--- src/rtl/adc_pkg.sv ---
// ---------------------------------------------------------------------------
// adc_pkg -- shared types and default constants for the ADC scan sequencer.
//
// Contents:
//   DEF_ADC_WIDTH, DEF_NUM_CH, DEF_SETTLE_CYC, DEF_AVG_LOG2
//       default parameter values used by adc_seq_ctrl and adc_ch_pick
//   adc_seq_state_t
//       sequencer FSM state encoding, also exported on the debug port
//   sel_width()
//       width of a channel index; kept at least 1 bit wide
// ---------------------------------------------------------------------------
package adc_pkg;

    localparam int unsigned DEF_ADC_WIDTH  = 8;
    localparam int unsigned DEF_NUM_CH     = 4;
    localparam int unsigned DEF_SETTLE_CYC = 64;
    localparam int unsigned DEF_AVG_LOG2   = 2;

    typedef enum logic [2:0] {
        ST_IDLE    = 3'd0,
        ST_SELECT  = 3'd1,
        ST_SETTLE  = 3'd2,
        ST_DISCARD = 3'd3,
        ST_ACCUM   = 3'd4,
        ST_EMIT    = 3'd5,
        ST_DONE    = 3'd6
    } adc_seq_state_t;

    function automatic int unsigned sel_width(input int unsigned n);
        return (n > 1) ? $clog2(n) : 1;
    endfunction

endpackage

--- src/rtl/adc_ch_pick.sv ---
// ---------------------------------------------------------------------------
// adc_ch_pick -- combinational lowest-set-bit priority finder.
//
// Ports:
//   pend_i  [NUM_CH-1:0]  pending channel mask
//   idx_o   [SEL_W-1:0]   index of the lowest set bit (0 when mask is empty)
//   any_o                 at least one bit of pend_i is set
// ---------------------------------------------------------------------------
module adc_ch_pick
    import adc_pkg::*;
#(
    parameter int unsigned NUM_CH = DEF_NUM_CH,
    parameter int unsigned SEL_W  = sel_width(DEF_NUM_CH)
) (
    input  logic [NUM_CH-1:0] pend_i,
    output logic [SEL_W-1:0]  idx_o,
    output logic              any_o
);

    // Scan from the top down so the lowest set bit is the last one written.
    always_comb begin
        idx_o = '0;
        for (int i = NUM_CH - 1; i >= 0; i--) begin
            if (pend_i[i]) begin
                idx_o = SEL_W'(i);
            end
        end
    end

    assign any_o = |pend_i;

endmodule

--- src/rtl/adc_seq_ctrl.sv ---
// ---------------------------------------------------------------------------
// adc_seq_ctrl -- multi-channel ADC scan sequencer.
//
// On start, latches a channel mask and walks the enabled channels from the
// lowest index up. For each channel: drive the analog mux, wait for it to
// settle, drop the first conversion (it straddles the mux switch), average
// 2^AVG_LOG2 conversions and emit the truncated mean.
//
// Ports:
//   clk_in        system clock, rising edge
//   rstn          asynchronous active-low reset
//   start         scan request, level-sampled in IDLE
//   ch_mask       channel enables, captured when start is accepted
//   sample_rdy    one-cycle strobe, adc_data valid
//   adc_data      ADC conversion result
//   mux_sel       analog mux select, only changes in SELECT
//   busy          high from start acceptance until the done cycle
//   result_valid  one-cycle strobe, result_ch/result_data valid
//   result_ch     channel of the current result
//   result_data   averaged sample
//   done          one-cycle strobe at scan end
//   dbg_state_o   current FSM state (observation only)
//
// Strobe semantics: sample_rdy and result_valid are single-cycle valid-only
// strobes with no back-pressure; a beat is transferred in every cycle the
// strobe is high at the rising clock edge, and the receiver must take it.
//
// Build option: define ADC_SEQ_CONT_EN for continuous scanning -- if start is
// still high in DONE, the mask is re-latched and a new scan begins at once
// (busy stays high, done still pulses). Without it, each scan needs a fresh
// start seen in IDLE.
// ---------------------------------------------------------------------------
module adc_seq_ctrl
    import adc_pkg::*;
#(
    parameter int unsigned ADC_WIDTH  = DEF_ADC_WIDTH,
    parameter int unsigned NUM_CH     = DEF_NUM_CH,
    parameter int unsigned SETTLE_CYC = DEF_SETTLE_CYC,
    parameter int unsigned AVG_LOG2   = DEF_AVG_LOG2
) (
    input  logic                         clk_in,
    input  logic                         rstn,
    input  logic                         start,
    input  logic [NUM_CH-1:0]            ch_mask,
    input  logic                         sample_rdy,
    input  logic [ADC_WIDTH-1:0]         adc_data,
    output logic [sel_width(NUM_CH)-1:0] mux_sel,
    output logic                         busy,
    output logic                         result_valid,
    output logic [sel_width(NUM_CH)-1:0] result_ch,
    output logic [ADC_WIDTH-1:0]         result_data,
    output logic                         done,
    output adc_seq_state_t               dbg_state_o
);

    localparam int unsigned SEL_W = sel_width(NUM_CH);
    localparam int unsigned ACC_W = ADC_WIDTH + AVG_LOG2;
    localparam int unsigned NSAMP = 1 << AVG_LOG2;
    localparam int unsigned SC_W  = $clog2(SETTLE_CYC + 1);
    localparam int unsigned SN_W  = AVG_LOG2 + 1;

    adc_seq_state_t       state_q;
    logic [NUM_CH-1:0]    pend_q;
    logic [SEL_W-1:0]     mux_sel_q;
    logic [SEL_W-1:0]     result_ch_q;
    logic [ADC_WIDTH-1:0] result_data_q;
    logic                 busy_q;
    logic                 result_valid_q;
    logic                 done_q;
    logic [SC_W-1:0]      settle_cnt_q;
    logic [SN_W-1:0]      samp_cnt_q;
    logic [ACC_W-1:0]     acc_q;

    logic [ACC_W-1:0]     acc_d;
    logic [SEL_W-1:0]     pick_idx;
    logic                 pick_any;
    logic                 last_samp;
    logic                 busy_at_done;

    adc_ch_pick #(
        .NUM_CH (NUM_CH),
        .SEL_W  (SEL_W)
    ) u_pick (
        .pend_i (pend_q),
        .idx_o  (pick_idx),
        .any_o  (pick_any)
    );

    // The accumulator is AVG_LOG2 bits wider than a sample, so summing
    // 2^AVG_LOG2 samples can never overflow.
    assign acc_d     = acc_q + ACC_W'(adc_data);
    assign last_samp = (samp_cnt_q == SN_W'(NSAMP - 1));

    // busy is registered on entry to DONE. In continuous mode it is kept
    // high when start is still asserted so a back-to-back scan shows no gap.
`ifdef ADC_SEQ_CONT_EN
    assign busy_at_done = start;
`else
    assign busy_at_done = 1'b0;
`endif

    always_ff @(posedge clk_in or negedge rstn) begin
        if (!rstn) begin
            state_q        <= ST_IDLE;
            pend_q         <= '0;
            mux_sel_q      <= '0;
            result_ch_q    <= '0;
            result_data_q  <= '0;
            busy_q         <= 1'b0;
            result_valid_q <= 1'b0;
            done_q         <= 1'b0;
            settle_cnt_q   <= '0;
            samp_cnt_q     <= '0;
            acc_q          <= '0;
        end else begin
            result_valid_q <= 1'b0;
            done_q         <= 1'b0;
            case (state_q)
                ST_IDLE: begin
                    if (start) begin
                        pend_q <= ch_mask;
                        if (ch_mask == '0) begin
                            state_q <= ST_DONE;
                            done_q  <= 1'b1;
                        end else begin
                            state_q <= ST_SELECT;
                            busy_q  <= 1'b1;
                        end
                    end
                end
                ST_SELECT: begin
                    mux_sel_q        <= pick_idx;
                    pend_q[pick_idx] <= 1'b0;
                    settle_cnt_q     <= '0;
                    state_q          <= ST_SETTLE;
                end
                ST_SETTLE: begin
                    if (settle_cnt_q == SC_W'(SETTLE_CYC - 1)) begin
                        state_q <= ST_DISCARD;
                    end else begin
                        settle_cnt_q <= settle_cnt_q + SC_W'(1);
                    end
                end
                ST_DISCARD: begin
                    if (sample_rdy) begin
                        acc_q      <= '0;
                        samp_cnt_q <= '0;
                        state_q    <= ST_ACCUM;
                    end
                end
                ST_ACCUM: begin
                    if (sample_rdy) begin
                        acc_q <= acc_d;
                        if (last_samp) begin
                            // Result registers load on EMIT entry so the
                            // strobe lines up with the EMIT cycle.
                            state_q        <= ST_EMIT;
                            result_valid_q <= 1'b1;
                            result_ch_q    <= mux_sel_q;
                            result_data_q  <= ADC_WIDTH'(acc_d >> AVG_LOG2);
                        end else begin
                            samp_cnt_q <= samp_cnt_q + SN_W'(1);
                        end
                    end
                end
                ST_EMIT: begin
                    if (pick_any) begin
                        state_q <= ST_SELECT;
                    end else begin
                        state_q <= ST_DONE;
                        done_q  <= 1'b1;
                        busy_q  <= busy_at_done;
                    end
                end
                ST_DONE: begin
`ifdef ADC_SEQ_CONT_EN
                    if (start) begin
                        pend_q <= ch_mask;
                        if (ch_mask == '0) begin
                            state_q <= ST_DONE;
                            done_q  <= 1'b1;
                            busy_q  <= 1'b0;
                        end else begin
                            state_q <= ST_SELECT;
                            busy_q  <= 1'b1;
                        end
                    end else begin
                        state_q <= ST_IDLE;
                        busy_q  <= 1'b0;
                    end
`else
                    state_q <= ST_IDLE;
`endif
                end
                default: begin
                    state_q <= ST_IDLE;
                end
            endcase
        end
    end

    assign mux_sel      = mux_sel_q;
    assign busy         = busy_q;
    assign result_valid = result_valid_q;
    assign result_ch    = result_ch_q;
    assign result_data  = result_data_q;
    assign done         = done_q;
    assign dbg_state_o  = state_q;

endmodule

--- config.mk ---
export PLATFORM = sky130hd
export DESIGN_NAME = adc_seq_ctrl
export DESIGN_NICKNAME = d
export VERILOG_FILES = /design/src/rtl/adc_pkg.sv /design/src/rtl/adc_ch_pick.sv /design/src/rtl/adc_seq_ctrl.sv
export SDC_FILE = /design/constraint.sdc
export NUM_CORES = 1
export LEC_CHECK = 0
export BUFFER_PORTS_ARGS = -buffer_cell sky130_fd_sc_hd__buf_2
export CAP_MARGIN = 20
export CORE_ASPECT_RATIO = 1.1
export CORE_MARGIN = 2
export CORE_UTILIZATION = 45
export DETAILED_ROUTE_END_ITERATION = 16
export PLACE_DENSITY = 0.65
export SLEW_MARGIN = 20
export SYNTH_ARGS = -nofsm -noshare
export SYNTH_HDL_FRONTEND = slang
export SYNTH_SLANG_ARGS = --single-unit
--- constraint.sdc ---
create_clock -name clk_in -period 6.24 [get_ports clk_in]
set_input_delay 0.312 -clock clk_in [delete_from_list [all_inputs] [get_ports clk_in]]
set_output_delay 0.312 -clock clk_in [all_outputs]
set_load 0.01 [all_outputs]
# Word-level counts from Yosys, hierarchy flattened
# Index checks and enable logic that the tools add are counted.
# totals
reg_bits,42
input_bits,16
out_inout_bits,18
# op_classes
add_sub_neg,3
magnitude_cmp,2
eq_ne,16
n_mux,36
n_bitwise,2
n_reduce_logical,15
# ops
operator,count
$mux W3,10
$mux W10,2
$pmux W10 S2,1
$ne A2 B2 Y1 const B,9
$pmux W3 S6,1
$pmux W7 S2,1
$add A10 B8 Y10,1
$mux W1,10
$eq A3 B2 Y1 const B,3
$mux W2,4
$pmux W4 S2,1
$reduce_and A4 Y1,2
$reduce_bool A2 Y1,4
$add A7 B1 Y7 const B,1
$eq A7 B6 Y1 const B,1
$mux W7,1
$eq A3 B3 Y1 const B,2
$pmux W3 S2,1
$reduce_and A3 Y1,2
$reduce_and A5 Y1,1
$and A4 B4 Y4,1
$logic_not A4 Y1,1
$mux W4,1
$not A4 Y4,1
10 further kinds,12

# Depth between registers and ports, before layout
# logic_depth
depth_word,11
ltp_mapped,7
depth_no_buf,6

# Modules after synthesis
# Synthesis repeated with hierarchy kept, for this count alone.
# hier_totals
cells_unflattened,255
hier_area_um2,2394.8
# by_module_without_submodules
module,instances,cells_each,area_each_um2,seq_area_each_um2
adc_seq_ctrl,1,248,2359.8,1051.0
adc_ch_pick,1,7,35.0,0.0

# Worst setup path after synthesis
# OpenSTA, ideal clock, no wires.
# synth_path
kind,reg2reg
start,reg acc_q[0]
end,reg acc_q[6]
setup_ns,0.122
arrival_ns,2.024
setup_slack_ns,4.094
stages_incl_launch_ff,7
path_buffers,0
period_less_slack_ns,2.146
path_cell_list,dfrtp_1 > ha_1 > fa_1 > a211oi_1 > o21ai_1 > a211o_1 > a32o_1
# synth_between
elab_chain_len,3
# synth_rtl
element,line_no,source
start: declaration,adc_seq_ctrl.sv:72,logic [ACC_W-1:0] acc_q;
start signal: assignment,adc_seq_ctrl.sv:114,acc_q <= '0;
start signal: assignment,adc_seq_ctrl.sv:146,acc_q <= '0;
start signal: assignment,adc_seq_ctrl.sv:153,acc_q <= acc_d;
$add A10 B8 Y10,adc_seq_ctrl.sv:91,assign acc_d = acc_q + ACC_W'(adc_data);
$mux W10,adc_seq_ctrl.sv:152,if (sample_rdy) begin
$pmux W10 S2,adc_seq_ctrl.sv:118,case (state_q)
# No other way between the ends. The select of a mux whose other input is x is not followed.
# A chain may end at the register's enable or synchronous reset.

# Worst setup path after layout
# Same ends and word-level chain as after synthesis.

==> results.ini <==
[detailed_routing]
drt_iter0_markers=98
final_antenna_net_count=0
routed_wl_mm=4.95
avgRoutedWirePerCell_um=15.2
drc=0
drtPass1Iterations=4
via_per_inst=5.93
vias=1933

[cts]
clk_pin_slew_ns=0.09
cts_setup_buffers=0
clockBufferDepth=2
cts_buffers=5
clkLatencyLatePin_ns=0.30
cts_sinks=42
holdBufCountCts=0
cts_tree=yes
cts-resized-gates=0
h-tree-depth=2
root_buffer=clkbuf_8

[logic_synthesis]
synth-seq-area-share_pct=44.7
syn-num-nets=264
yosysUniqueCellTypes=55
synth_edf_count=0
netlist_instances=236
netlist_top_cells_area=dfrtp_1 (45%), ha_1 (5.8%), nand2_1 (4.3%)
synth_warnings=0
synthDominantCellAreaShare_pct=44.7
ys_ff_latch=42
async_flop_share_pct=100
synth_area_sq_um=2350
synth_ff_type=dfrtp_1
yosysTopAreaCell=dfrtp_1
avgSynthCellArea_sq_um=9.97

[finish]
utilization_pct=52.5
layout.nets=295
drive_gt1_share_pct=20.5
diodes=0
syn_to_final_growth_pct=12.2

[grt]
grt-ovfl-total=0
first_global_vias=1803
grt_max_degree=43
antenna_found_initial=0
track_usage_pct=17.8
grt_pass1_wl_mm=8.05

[status]
status=completed

[timing]
hold_violations=0
drv_slew=0
tightest_slew_ns=0.926
rsz0062_at_grt=false
setup_tns_ns=0
relSlewSlack_pct=37.9
fmax_mhz=435
post-route-period-util_pct=36.8
finalSetupViolations=0
clock_skew_ns=0.0106
period_needed_ns=2.30

[floorplan]
die_y_um=79.9
io_pins=34
core_sq_um=5030
dieArea_sq_um=5830
die_w_um=73.0
rows=27
start_util_pct=46.8

[pwr]
irDropWorstVdd_uv=220
power.density_nw_per_um2=408
p_leak_nw=1.26

[worst_setup_path]
worstPathRequired_ns=6.44
critPathArrivalTime_ns=2.50
cp_max_fo=4
cp-start-kind=register
setup.worst_path.class=reg2reg
crit_path_end_kind=register

[place]
io_buffers=33
hpwl_mm=3.49
routabilityCongestion=0.896

[worst_hold_path]
min_path_type=in2async

[run]
maxCapViolCount=0

==> final timing paths <==
kind / start / to / slack, ns / depth (start not counted)
max in group asynchronous: rstn / dbg_state_o[0] / 5.52 / 1
hold / removal: rstn / acc_q[0] / 0.13 / 1
setup / recovery: acc_q[0] / acc_q[6] / 3.94 / 6
hold reg to reg: result_data[6] / result_data[6] / 0.48 / 2
min in group clk_in: ch_mask[2] / pend_q[2] / 0.23 / 3
setup reg to reg: acc_q[0] / acc_q[6] / 3.94 / 6
==> flip-flops by register name (all words and copies together) (netlist names) <==
name	flops
acc_q	10
busy	1
dbg_state_o	3
done	1
mux_sel	2
pend_q	4
result_ch	2
result_data	8
result_valid	1
samp_cnt_q	3
settle_cnt_q	7
==> per-layer routing <==
| metal | global-route usage [%] | part of all wire (%) | vias up |
|---|---|---|---|
| met5 | 0 | 0 | - |
| met1 | 21.8 | 47 | 931 |
| met2 | 30.6 | 49 | 32 |
| li1 | - | - | 963 |
| met3 | 3.54 | 3.2 | 7 |
| met4 | 6.67 | 1.5 | 0 |
==> critical path, cell delays in order, from the launching register on <==
cell and delay (ns):
dfrtp_1 0.40, ha_1 0.23, fa_1 0.43, a211oi_1 0.42
o21ai_1 0.13, a211o_1 0.32, a32o_1 0.26
==> logic make-up (layout without fill, tap and decap cells) <==
| group | Yosys count | in the layout | share of synthesized area, % |
|---|---|---|---|
| AOI/OAI and AO/OA | 81 | 81 | 24.5 |
| adders and majority gates | 12 | 12 | 6.70 |
| muxes | 5 | 5 | 2.39 |
| and+or+nand+nor | 76 | 76 | 17.5 |
| DFF | 42 | 42 | 44.7 |
| xor gates and xnor gates | 2 | 2 | 0.744 |
| buffers and inverters | 18 | 50 | 3.56 |
==> Yosys cell counts (2+ instances only) <==
master and count:
a211o_1 2, o21ai_0 13, a21oi_1 12, a211oi_1 5
inv_1 8, a22o_1 7, nor3b_1 3, or3_1 2
nor2_1 10, a32o_1 4, a21o_1 2, or4_1 4
xnor2_1 2, o21ai_1 2, buf_4 2, ha_1 11
nand3_1 8, nor3_1 5, clkbuf_1 4, o31ai_1 12
nand2_1 27, dfrtp_1 42, mux2_2 5, o21a_1 3
nand2b_1 2, o211ai_1 7, nor4_1 4
==> stage by stage <==
step	total power, W	std cells	setup slack [ns]	area [sq um]	hold slack (ns)
3_5_place_dp	0.000892	318	3.92	2540	0.471
5_1_grt	0.00116	326	3.86	2640	0.218
6_report	0.00108	326	3.94	2640	0.134
3_3_place_gp	0.000888	318	3.95	2540	0.462
2_1_floorplan	0.000781	236	4.09	2350	0.0164
4_1_cts	0.00108	326	3.95	2640	0.172
==> placed cells by master (no fill, tap or decap), types with 2 or more instances in the layout <==
cell and count:
o31ai_1 11, inv_1 8, o211ai_1 7, dfrtp_1 42, a211o_1 2, a21o_1 2
a21oi_1 12, ha_1 11, or3_1 2, buf_2 33, nor2_1 10, a22o_1 7
o21ai_1 2, clkbuf_8 6, mux2_2 5, o21a_1 3, a32o_1 4, nor3_1 5
nor3b_1 3, a211oi_1 5, xnor2_1 2, nor4_1 4, nand2b_1 2, nand2_1 27
nand3_1 8, or4_1 4, o21ai_0 13
==> cell type report <==
cell class / instances / area (sq um)
Clock inverter: 2 / 12.5
Inverter: 9 / 33.8
Fill cell: 466 / 2390
Timing Repair Buffer: 33 / 165
Multi-Input combinational cell: 176 / 1220
Tap cell: 58 / 72.6
Sequential cell: 42 / 1050
Clock buffer: 6 / 82.6
==> report_power, final <==
part	switching (W)	internal [W]
clock network	0.0000990	0.0000890
registers	0.0000835	0.000339
logic	0.000266	0.000202
total	0.000449	0.000629
Note: power is estimated with default switching activity, not from simulation.
